$ cat src/rtl/move_controller.sv
// Player movement controller for a maze game.
// Turns direction buttons into one step request for the external collision detector.
// It latches the checked position the detector returns, then waits out a repeat
// cooldown before it accepts the next step.
// Reaching the exit cell advances the map. The exit of the last map ends the game.
module move_controller #(
  parameter int unsigned REPEAT_TICKS = 12500000,
  parameter logic [4:0]  START_X      = 5'd1,
  parameter logic [4:0]  START_Y      = 5'd8,
  parameter logic [4:0]  EXIT_X       = 5'd14,
  parameter logic [4:0]  EXIT_Y       = 5'd13
) (
  input  logic       clk,
  input  logic       reset,
  input  logic       key_right,
  input  logic       key_up,
  input  logic       key_left,
  input  logic       key_down,
  input  logic [4:0] new_x_pos,
  input  logic [4:0] new_y_pos,
  output logic [2:0] move,
  output logic [4:0] current_x_pos,
  output logic [4:0] current_y_pos,
  output logic [1:0] map,
  output logic       level_done,
  output logic       game_won
);

  localparam logic [2:0] MoveNone  = 3'b000;
  localparam logic [2:0] MoveRight = 3'b100;
  localparam logic [2:0] MoveUp    = 3'b001;
  localparam logic [2:0] MoveLeft  = 3'b010;
  localparam logic [2:0] MoveDown  = 3'b011;
  localparam logic [1:0] LastMap   = 2'd3;

  // Final count of the cooldown. The counter starts at 0 on entry, so it spends
  // exactly REPEAT_TICKS cycles in COOLDOWN.
  localparam logic [24:0] CoolLast = 25'(REPEAT_TICKS - 1);

  typedef enum logic [1:0] {
    StIdle,
    StIssue,
    StSettle,
    StCooldown
  } state_e;

  state_e      state_q, state_d;
  logic [2:0]  move_q, move_d;
  logic [4:0]  x_q, x_d;
  logic [4:0]  y_q, y_d;
  logic [1:0]  map_q, map_d;
  logic        level_done_q, level_done_d;
  logic        game_won_q, game_won_d;
  logic [24:0] cnt_q, cnt_d;

  logic [2:0]  key_code;
  logic        any_key;
  logic        at_exit;

  // Direction priority on simultaneous presses: right > up > left > down.
  always_comb begin
    key_code = MoveNone;
    if (key_right) begin
      key_code = MoveRight;
    end else if (key_up) begin
      key_code = MoveUp;
    end else if (key_left) begin
      key_code = MoveLeft;
    end else if (key_down) begin
      key_code = MoveDown;
    end
  end

  assign any_key = key_right | key_up | key_left | key_down;
  assign at_exit = (new_x_pos == EXIT_X) && (new_y_pos == EXIT_Y);

  // Next-state logic. Every output is held in a register, so this block only forms *_d.
  always_comb begin
    state_d      = state_q;
    move_d       = move_q;
    x_d          = x_q;
    y_d          = y_q;
    map_d        = map_q;
    level_done_d = 1'b0;
    game_won_d   = game_won_q;
    cnt_d        = cnt_q;

    case (state_q)
      StIdle: begin
        move_d = MoveNone;
        if (any_key && !game_won_q) begin
          move_d  = key_code;
          state_d = StIssue;
        end
      end

      // The move code is held. Keys are ignored until the step completes.
      StIssue: begin
        state_d = StSettle;
      end

      // The detector answer is stable by now. Latch it, then resolve the exit cell.
      StSettle: begin
        move_d  = MoveNone;
        cnt_d   = '0;
        state_d = StCooldown;
        if (at_exit && (map_q != LastMap)) begin
          map_d        = map_q + 2'd1;
          x_d          = START_X;
          y_d          = START_Y;
          level_done_d = 1'b1;
        end else begin
          x_d = new_x_pos;
          y_d = new_y_pos;
          if (at_exit) begin
            game_won_d = 1'b1;
          end
        end
      end

      StCooldown: begin
        move_d = MoveNone;
        if (cnt_q == CoolLast) begin
          state_d = StIdle;
        end else begin
          cnt_d = cnt_q + 25'd1;
        end
      end

      default: begin
        move_d  = MoveNone;
        state_d = StIdle;
      end
    endcase
  end

  // State and output registers. Reset overrides everything, including a step in flight.
  always_ff @(posedge clk) begin
    if (reset) begin
      state_q      <= StIdle;
      move_q       <= MoveNone;
      x_q          <= START_X;
      y_q          <= START_Y;
      map_q        <= 2'd0;
      level_done_q <= 1'b0;
      game_won_q   <= 1'b0;
      cnt_q        <= '0;
    end else begin
      state_q      <= state_d;
      move_q       <= move_d;
      x_q          <= x_d;
      y_q          <= y_d;
      map_q        <= map_d;
      level_done_q <= level_done_d;
      game_won_q   <= game_won_d;
      cnt_q        <= cnt_d;
    end
  end

  assign move          = move_q;
  assign current_x_pos = x_q;
  assign current_y_pos = y_q;
  assign map           = map_q;
  assign level_done    = level_done_q;
  assign game_won      = game_won_q;

endmodule

$ cat config.mk
export PLATFORM = sky130hd
export DESIGN_NAME = move_controller
export DESIGN_NICKNAME = d
export VERILOG_FILES = /design/src/rtl/move_controller.sv
export SDC_FILE = /design/constraint.sdc
export NUM_CORES = 1
export LEC_CHECK = 0
export ABC_AREA = 1
export BUFFER_PORTS_ARGS = -buffer_cell sky130_fd_sc_hd__buf_2
export CAP_MARGIN = 20
export CORE_MARGIN = 4
export CORE_UTILIZATION = 35
export CTS_CLUSTER_DIAMETER = 200
export DETAILED_ROUTE_END_ITERATION = 8
export PLACE_DENSITY = 0.55
export SLEW_MARGIN = 20
export SYNTH_ARGS = -nofsm -noshare
export SYNTH_HDL_FRONTEND = slang
export SYNTH_SLANG_ARGS = --single-unit
$ cat constraint.sdc
create_clock -name clk -period 2.1 [get_ports clk]
set_input_delay 0 -clock clk [delete_from_list [all_inputs] [get_ports clk]]
set_output_delay 0 -clock clk [all_outputs]
set_load 0.03 [all_outputs]
==> reports/metrics.yaml <==
status:
  run_status: "finished, final reports clean"
sta:
  layout_min_cycle_time_ns: 1.82
  final_min_period_over_clock_period: 0.867
  finClkSkew_ns: 0.00623
  finalSetupViolCount: 0
  report.final.hold_viol_count: 0
  max_slew.worst_pin.slew_ns: 0.416
  unrepaired_setup_endpoints_after_global_routing: "false"
  report.final.slew_viol_count: 0
  clock.fmax_ghz: 0.549
  fin_tns_setup_ns: 0
  post-route-worst-setup-slack_ns: 0.280
  max_slew_margin: 0.723
global_routing:
  first_global_vias: 2543
  grt_max_degree: 27
  grt_pass1_wl_mm: 11.7
  grt.overflow.total: 0
  track_usage: 0.165
  antenna_found_initial: 0
floorplanning:
  die_y_um: 94.6
  core_um2: 7290
  die_wd_um: 94.6
  std_cell_rows: 31
  start_util: 0.360
  design.portCount: 33
  die-area_um2: 8960
worst_setup_path:
  critical_path_peak_fanout: 18
  worst_path_largest_cell_delay_ns: 0.41
  cp_slowest_cell: "sky130_fd_sc_hd__dfxtp_1"
  worst_r2r_path_depth: 10
  worst-r2r-setup-slack_ns: 0.28
  cp_cell_sequence: "ha_1 > nand2_2 > nor2_4 > nand2_2 > nor2_4 > nand3_4 > nand2_4 > nand2_1 > nand2_1 > nor2_1"
  kind_of_end_point_of_the_critical_path: "flop"
  worst_setup_path_endpoint: "cnt_q[23]"
  critical_path.reg2reg.startpoint: "cnt_q[0]"
  path_class: "flop to flop"
  worstSetupStartpointType: "flop"
  critical_path.startpoint: "cnt_q[0]"
  timing.rr.end: "cnt_q[23]"
  worstPathArrival_ns: 2.02
  cp_data_required_time_ns: 2.30
pwr:
  vdd.ir_drop.worst_mv: 0.437
  combinationalPowerShare: 0.341
  sw_ratio: 0.392
  switchingPower_mw: 1.03
  power.share.clock: 0.263
  power.share.sequential: 0.397
  leakage_power_nw: 1.24
  power.density_nw_per_um2: 838
  internal_power_mw: 1.59
worst_hold_path:
  hold_depth: 4
  hold_path.class: "input pin to flop"
routing:
  drtIter0Drc: 154
  detail_route.first_pass.iterations: 6
  drc_errors: 0
  total_wire_length_after_detailed_routing_mm: 6.76
  postRouteAntennaNets: 0
  detailroute.via_count: 2622
  route.detailed.wl_per_inst_um: 12.2
  via_per_inst: 4.73
logic_synthesis:
  synth_sequential_area_ratio: 0.335
  postSynth.topFlopCell: "sky130_fd_sc_hd__dfxtp_1"
  ys_async_rst_share: 0
  yosys.cell_types.count: 27
  cell_area_after_synthesis_um2: 2630
  mappedNetlistNets: 431
  synth_warn: 0
  number_of_synthesized_register_bits: 44
  number_of_synthesized_flops_with_an_enable_pin: 0
  postSynthAreaPerCell_um2: 6.44
  syn_inst: 408
cells_and_area:
  finalInstanceArea_um2: 3120
  final_cells: 554
  commonest_cells_after_routing_fill_and_taps_aside: "119 x sky130_fd_sc_hd__nand2_1, 55 x sky130_fd_sc_hd__nor2_1, 48 x sky130_fd_sc_hd__inv_1"
  insertedDiodeCount: 0
  layout.cells.most_common: "sky130_fd_sc_hd__nand2_1"
  number_of_filler_cells_placed_in_the_layout: 834
  area_growth_pct: 18.7
  design.final.nets: 477
  final_layout_size_suffix_gt1_frac: 0.178
  final_core_util: 0.428
flow_run:
  max_cap_viol_count: 0
clocking:
  cts-root-buf: "sky130_fd_sc_hd__clkbuf_8"
  clk_transition_reported_paths_ns: 0.09
  cts_max_path_bufs: 2
  num_cts_buffers: 5
  clock-sinks: 44
  cts_tree: "done"
  cts_htree_levels: 2
  clock_latency_ns: 0.30
placed_design:
  dp_worst_setup_slack_ns: 0.296
  placed_cell_area_um2: 2890
  portBuffers: 32
  hpwl_mm: 4.93
  dp_cells: 535
  globalplace.congestion: 0.844
synthesized netlist by cell type, types with 4 or more instances:
cell / n / area [um^2]
sky130_fd_sc_hd__a21oi_1: 18 / 90.1
sky130_fd_sc_hd__a21oi_2: 9 / 78.8
sky130_fd_sc_hd__clkbuf_1: 4 / 15.0
sky130_fd_sc_hd__dfxtp_1: 44 / 881
sky130_fd_sc_hd__ha_1: 7 / 87.6
sky130_fd_sc_hd__inv_1: 48 / 180
sky130_fd_sc_hd__nand2_1: 119 / 447
sky130_fd_sc_hd__nand2_2: 13 / 81.3
sky130_fd_sc_hd__nand3_1: 41 / 205
sky130_fd_sc_hd__nand4_1: 7 / 43.8
sky130_fd_sc_hd__nor2_1: 55 / 206
sky130_fd_sc_hd__nor2_4: 5 / 56.3
sky130_fd_sc_hd__nor3_1: 7 / 35.0
sky130_fd_sc_hd__o21ai_0: 10 / 50.1
cell families (layout without fill, tap and decap cells):
logic type	Yosys count	in the layout	synth area share
compound gates	41	41	0.0981
xor+xnor	1	1	0.00333
fa+ha+maj	7	7	0.0333
buf+inv	58	105	0.0895
flops	44	44	0.335
simple gates	257	257	0.440
registers in the layout (all words and copies together), names as in the netlist:
register and cells:
current_y_pos 5, move 3, state_q 2, cnt_q 25
map 2, level_done 1, game_won 1, current_x_pos 5
power groups by stage:
| stage | Clock [mW] | Sequential [mW] | Combinational, mW |
|---|---|---|---|
| 6_report | 0.687 | 1.04 | 0.891 |
| 4_1_cts | 0.716 | 1.04 | 0.900 |
| 3_5_place_dp | 0 | 1.05 | 0.884 |
| 5_1_grt | 0.748 | 1.05 | 1.00 |
| 2_1_floorplan | 0 | 1.19 | 0.536 |
| 3_3_place_gp | 0 | 1.05 | 0.875 |
final cells by class:
cell class | count | area [um^2] | area share
clock buffer | 5 | 68.8 | 0.0221
clock inverter | 3 | 46.3 | 0.0148
inverter | 50 | 188 | 0.0602
multi-input combinational | 306 | 1510 | 0.485
sequential | 44 | 881 | 0.282
tap | 99 | 124 | 0.0397
timing repair buffer | 47 | 300 | 0.0963
routing by layer:
| metal | up-vias | wire, um | GRT usage |
|---|---|---|---|
| li1 | 1382 | - | - |
| met1 | 1173 | 3360 | 0.214 |
| met2 | 56 | 3020 | 0.274 |
| met3 | 11 | 260 | 0.0303 |
| met4 | 0 | 110 | 0.0565 |
| met5 | - | 0 | 0 |
worst min path at each step:
| stage | startpoint | end |
|---|---|---|
| 2_1_floorplan | new_y_pos[3] | current_y_pos[3] |
| 3_3_place_gp | new_y_pos[3] | current_y_pos[3] |
| 3_5_place_dp | new_x_pos[0] | current_x_pos[0] |
| 4_1_cts | key_left | move[0] |
| 5_1_grt | key_left | move[0] |
| 6_report | key_left | move[0] |
through the flow:
stage	total power, mW	hold slack, ns
3_3_place_gp	1.93	0.238
4_1_cts	2.65	0.0341
5_1_grt	2.80	0.0456
6_report	2.61	0.0365
3_5_place_dp	1.94	0.244
2_1_floorplan	1.72	0.126
critical path, delay by kind of cell (launching register included):
kind | cells | cell delay [ns]
and+or+nand+nor | 9 | 1.04
adders and majority gates | 1 | 0.27
DFF | 1 | 0.41
repair_timing:
item,in CTS,in global routing
endpoints found under the hold margin,12,0
setup buffers,0,0
gates resized for setup,0,0
hold buffers,11,0
Power figures use the tool's default switching activity.
